[config.mk]
export PLATFORM = sky130hd
export DESIGN_NAME = readout_sequencer
export DESIGN_NICKNAME = d
export VERILOG_FILES = /design/src/rtl/psec6_readout_pkg.sv /design/src/rtl/lowest_set_index.sv /design/src/rtl/readout_sequencer.sv
export SDC_FILE = /design/constraint.sdc
export NUM_CORES = 1
export LEC_CHECK = 0
export BUFFER_PORTS_ARGS = -buffer_cell sky130_fd_sc_hd__buf_2
export CAP_MARGIN = 0
export CELL_PAD_IN_SITES_DETAIL_PLACEMENT = 1
export CELL_PAD_IN_SITES_GLOBAL_PLACEMENT = 1
export CORE_MARGIN = 2
export CORE_UTILIZATION = 36
export DETAILED_ROUTE_END_ITERATION = 8
export GPL_ROUTABILITY_DRIVEN = 0
export GPL_TIMING_DRIVEN = 0
export PLACE_DENSITY_LB_ADDON = 0.25
export SLEW_MARGIN = 20
export SYNTH_ARGS = -nofsm -noshare
export SYNTH_HDL_FRONTEND = slang
export SYNTH_SLANG_ARGS = --single-unit
export TNS_END_PERCENT = 50
[constraint.sdc]
create_clock -name spi_clk -period 1.63 [get_ports spi_clk]
set_clock_uncertainty 0.15 [all_clocks]
set_input_delay 0.0815 -clock spi_clk [delete_from_list [all_inputs] [get_ports spi_clk]]
set_output_delay 0.0815 -clock spi_clk [all_outputs]
set_load 0.01 [all_outputs]
[src/rtl/psec6_readout_pkg.sv]
// rtl/psec6_readout_pkg.sv - shared state encoding and default sizes for the readout sequencer
package psec6_readout_pkg;

  localparam int DEF_NUM_CH    = 8;
  localparam int DEF_NUM_REG   = 5;
  localparam int DEF_WORD_BITS = 16;
  localparam int CH_W          = $clog2(DEF_NUM_CH);

  typedef enum logic [2:0] {
    S_IDLE  = 3'd0,
    S_SEEK  = 3'd1,
    S_LOAD  = 3'd2,
    S_SHIFT = 3'd3,
    S_NEXT  = 3'd4,
    S_DONE  = 3'd5
  } state_t;

endpackage

[src/rtl/lowest_set_index.sv]
// rtl/lowest_set_index.sv - priority encoder returning the index of the lowest set bit
module lowest_set_index #(
  parameter int N = 8,
  parameter int W = $clog2(N)
) (
  input  logic [N-1:0] vec,
  output logic [W-1:0] index,
  output logic         any
);

  // Scan from the top down so the lowest set bit is the last to write.
  always_comb begin
    index = '0;
    any   = 1'b0;
    for (int i = N - 1; i >= 0; i--) begin
      if (vec[i]) begin
        index = W'(i);
        any   = 1'b1;
      end
    end
  end

endmodule

[src/rtl/readout_sequencer.sv]
// rtl/readout_sequencer.sv - mask-driven scan of channel counter words onto the serial readout path
module readout_sequencer
  import psec6_readout_pkg::*;
#(
  parameter int NUM_CH    = DEF_NUM_CH,
  parameter int NUM_REG   = DEF_NUM_REG,
  parameter int WORD_BITS = DEF_WORD_BITS
) (
  input  logic                       spi_clk,
  input  logic                       rstn,
  input  logic                       cs,
  input  logic                       inst_readout,
  input  logic [NUM_CH-1:0]          trigger_channel_mask,
  input  logic                       hold,
  output logic [$clog2(NUM_CH)-1:0]  ch_sel,
  output logic [$clog2(NUM_REG)-1:0] select_reg,
  output logic                       load_strobe,
  output logic                       shift_en,
  output logic                       busy,
  output logic                       done
);

  localparam int CW = $clog2(NUM_CH);
  localparam int RW = $clog2(NUM_REG);
  localparam int BW = $clog2(WORD_BITS);

  state_t          state;
  logic [NUM_CH-1:0] pending;
  logic [BW-1:0]   bit_cnt;
  logic            shift_active;
  logic [CW-1:0]   low_idx;
  logic            low_any;

  lowest_set_index #(.N(NUM_CH), .W(CW)) u_seek (
    .vec   (pending),
    .index (low_idx),
    .any   (low_any)
  );

  // Back-pressure must stall the very cycle it is raised, so only this output is combinational.
  assign shift_en = shift_active & ~hold;

  always_ff @(posedge spi_clk) begin
    if (!rstn) begin
      state        <= S_IDLE;
      ch_sel       <= '0;
      select_reg   <= '0;
      load_strobe  <= 1'b0;
      shift_active <= 1'b0;
      busy         <= 1'b0;
      done         <= 1'b0;
      pending      <= '0;
      bit_cnt      <= '0;
    end else if (cs && state != S_IDLE) begin
      state        <= S_IDLE;
      load_strobe  <= 1'b0;
      shift_active <= 1'b0;
      busy         <= 1'b0;
      done         <= 1'b0;
      pending      <= '0;
    end else begin
      load_strobe <= 1'b0;
      done        <= 1'b0;
      case (state)
        S_IDLE: begin
          if (inst_readout && !cs) begin
            state      <= S_SEEK;
            pending    <= trigger_channel_mask;
            select_reg <= '0;
            busy       <= 1'b1;
          end
        end
        S_SEEK: begin
          if (!low_any) begin
            state <= S_DONE;
            done  <= 1'b1;
          end else begin
            state       <= S_LOAD;
            ch_sel      <= low_idx;
            select_reg  <= '0;
            load_strobe <= 1'b1;
          end
        end
        S_LOAD: begin
          state        <= S_SHIFT;
          bit_cnt      <= '0;
          shift_active <= 1'b1;
        end
        S_SHIFT: begin
          if (!hold) begin
            bit_cnt <= bit_cnt + 1'b1;
            if (bit_cnt == BW'(WORD_BITS - 1)) begin
              state        <= S_NEXT;
              shift_active <= 1'b0;
            end
          end
        end
        S_NEXT: begin
          if (select_reg == RW'(NUM_REG - 1)) begin
            state           <= S_SEEK;
            pending[ch_sel] <= 1'b0;
          end else begin
            state       <= S_LOAD;
            select_reg  <= select_reg + 1'b1;
            load_strobe <= 1'b1;
          end
        end
        S_DONE: begin
          state <= S_IDLE;
          busy  <= 1'b0;
        end
        default: begin
          state        <= S_IDLE;
          busy         <= 1'b0;
          shift_active <= 1'b0;
        end
      endcase
    end
  end

endmodule

==> results.json <==
{
  "rsz0062_at_grt": "true",
  "drtAntennaViolNets": 0,
  "setup-violations-final": 4,
  "drv_slew": 0,
  "cts_root_buffer": "clkbuf_8",
  "hp-class": "primary input to register",
  "holdPathStages": 4,
  "finish.instance_area_mm2": 0.00189,
  "antenna_found_initial": 0,
  "grt_max_degree": 18,
  "layout_min_cycle_time_ps": 1670,
  "place_ws_ps": -400,
  "io_pins": 23,
  "grt_pass1_wl_um": 6570,
  "antenna_cells": 0,
  "die_y_um": 65.4,
  "period_share": 1.02,
  "start_util": 0.373,
  "dr.pass1.iters": 4,
  "grt-ovfl-total": 0,
  "htree_levels": 1,
  "endpoint_kind": "register",
  "async_reset_ff_frac": 0,
  "powerDensity_mw_per_mm2": 727,
  "multi_input_area_um2": 865,
  "crit_chain": "buf_8 > o31ai_1 > nand2_1 > buf_4 > a311oi_1",
  "clk_pin_slew_ps": 90,
  "synthCells": 167,
  "drtIter0Drc": 64,
  "wl_per_cell_um": 17.2,
  "cp.required_ps": 1660,
  "regArea_um2": 519,
  "vias": 1440,
  "nFillCells": 460,
  "synthFlopType": "dfxtp_1",
  "yosysSeqAreaShare": 0.369,
  "cts_buffers": 3,
  "synth_edf_count": 0,
  "grt_pass1_vias": 1407,
  "clkLatencyLatePin_ps": 270,
  "place_area_mm2": 0.00152,
  "cp.arrival_ps": 1690,
  "max_stage_delay_ps": 370,
  "fp-row-count": 22,
  "final_nets": 225,
  "maxSlewHeadroom": 0.616,
  "crit_type": "register to register",
  "syn_area_per_cell_um2": 8.12,
  "synth_cell_types": 42,
  "die_w_um": 65.4,
  "startpoint_type": "register",
  "cts_tree": "done",
  "portBuffers": 20,
  "worstPathMaxFanout": 10,
  "cts.sinks": 25,
  "failed_checks": "setup timing",
  "grt_usage": 0.195,
  "synth_area_mm2": 0.00136,
  "hold_violations": 0,
  "peakVddDrop_mv": 0.376,
  "dieArea_mm2": 0.00427,
  "largest_reg_flops": 8,
  "ff2ff_path_depth": 5,
  "worst_pin_slew_ps": 576,
  "synth_nets": 183,
  "core_area_mm2": 0.00363,
  "max_freq_mhz": 600,
  "viasPerCell": 5.63,
  "leakage_uw": 0.000704,
  "dpl.hpwl_um": 2870,
  "status": "finished with violations",
  "drc": 0,
  "ys_warn_count": 0,
  "wl_um": 4400,
  "synth_seq_cells": 25,
  "worst_slack_ps": -37.9,
  "areaGrowthSynthToFinish_pct": 39.0,
  "tns_ps": -64.6,
  "total_power_uw": 1370,
  "drive_gt1_frac": 0.337,
  "regMostFlops": "pending",
  "reg.largest.list": "pending (8), bit_cnt (4)",
  "critPathSlowestCell": "dfxtp_4",
  "ctsLongestPathBuffers": 2,
  "drv_cap": 0
}
-- placed cells by master (no fill, tap or decap), types with 2 or more instances in the layout --
cell | Yosys | final
nand2_1 | 21 | 21
buf_2 | 3 | 20
dfxtp_1 | 25 | 16
a21oi_1 | 16 | 15
nor2_1 | 14 | 13
inv_1 | 9 | 9
buf_4 | 2 | 9
o21ai_0 | 9 | 8
dlygate4sd3_1 | 0 | 8
nand3_1 | 7 | 7
buf_6 | 1 | 6
a311oi_1 | 8 | 6
dfxtp_2 | 0 | 6
clkbuf_1 | 4 | 3
nand2b_1 | 3 | 3
o31ai_1 | 3 | 3
xor2_1 | 3 | 3
clkbuf_8 | 0 | 3
dfxtp_4 | 0 | 3
nor2b_1 | 2 | 2
and3_4 | 0 | 2
a311oi_2 | 0 | 2
nand4b_1 | 2 | 2
nand4_1 | 2 | 2
mux2i_1 | 2 | 2
or4_4 | 0 | 2
a21oi_2 | 1 | 2
ha_1 | 3 | 2
-- worst max-delay path: cells and delay by family (launching register included) --
family                 cells  cell delay (ps)
AO/OA/AOI/OAI              2              540
flip-flops                 1              370
buffers and inverters      2              360
AND/OR/NAND/NOR            1              150
-- synthesized netlist by cell type (all sizes together), types with 2 or more instances --
cell type,count,area (um^2)
clkbuf,5,20.0
a21oi,17,88.8
a32oi,2,17.5
nor2b,2,12.5
nand4b,2,17.5
nand4,2,12.5
mux2i,2,20.0
nand2,21,78.8
ha,3,37.5
nand2b,3,18.8
xor2,3,26.3
o31ai,3,22.5
dfxtp,25,500
buf,6,41.3
or4,3,22.5
nor4,2,12.5
o21ai,10,53.8
and3,3,18.8
nand3,7,35.0
inv,9,33.8
a311oi,8,70.1
nor2,14,52.6
-- path summary, 6_finish.rpt --
kind                                 start         end  slack, ps
worst max-delay path              state[2]  pending[6]        -40
worst min-delay path                  hold  bit_cnt[1]         60
worst max register to register    state[2]  pending[6]        -40
worst min register to register  bit_cnt[1]  bit_cnt[1]        340
-- final cells by class --
type                            instances  area share
Inverter                                9      0.0179
Buffer                                 10      0.0464
Timing Repair Buffer                   38       0.146
Clock buffer                            4      0.0239
Sequential cell                        25       0.275
Multi-Input combinational cell        122       0.459
Tap cell                               48      0.0319
-- metrics by stage --
step                      hold slack, ps  instances   util
final                               56.5        256  0.519
after global routing                58.9        256  0.519
after CTS                           93.8        250  0.478
after detailed placement             222        235  0.417
after global placement               205        235  0.417
after floorplan                     59.4        167      -
-- cells by family after synthesis --
family | synth area share
xor+xnor | 0.0194
mux | 0.0148
fa+ha+maj | 0.0277
compound gates | 0.256
buf+inv | 0.0701
simple gates | 0.244
flops | 0.369
-- what timing repair did --
action | CTS | global route
endpoints found under the setup margin | 18 | 18
hold buffers | 8 | 0
pin swaps | 4 | 7
endpoints found under the hold margin | 8 | 0
resized for setup | 21 | 32
gates cloned | 0 | 2
buffers inserted | 4 | 4
-- power by group --
part	switching [uW]	total, uW	internal [uW]
combinational	173	329	156
sequential	28.5	662	633
clock	205	380	175
total	406	1370	964
-- layer usage --
layer | wire length, um | vias up | GRT usage | part of all wire
met5 | 0 | - | 0 | 0
met4 | 31 | 0 | 0.0365 | 0.0071
met3 | 137 | 4 | 0.0257 | 0.031
met2 | 2270 | 25 | 0.366 | 0.52
met1 | 1960 | 721 | 0.238 | 0.45
li1 | - | 690 | - | -
Note: power is estimated with default switching activity, not from simulation.
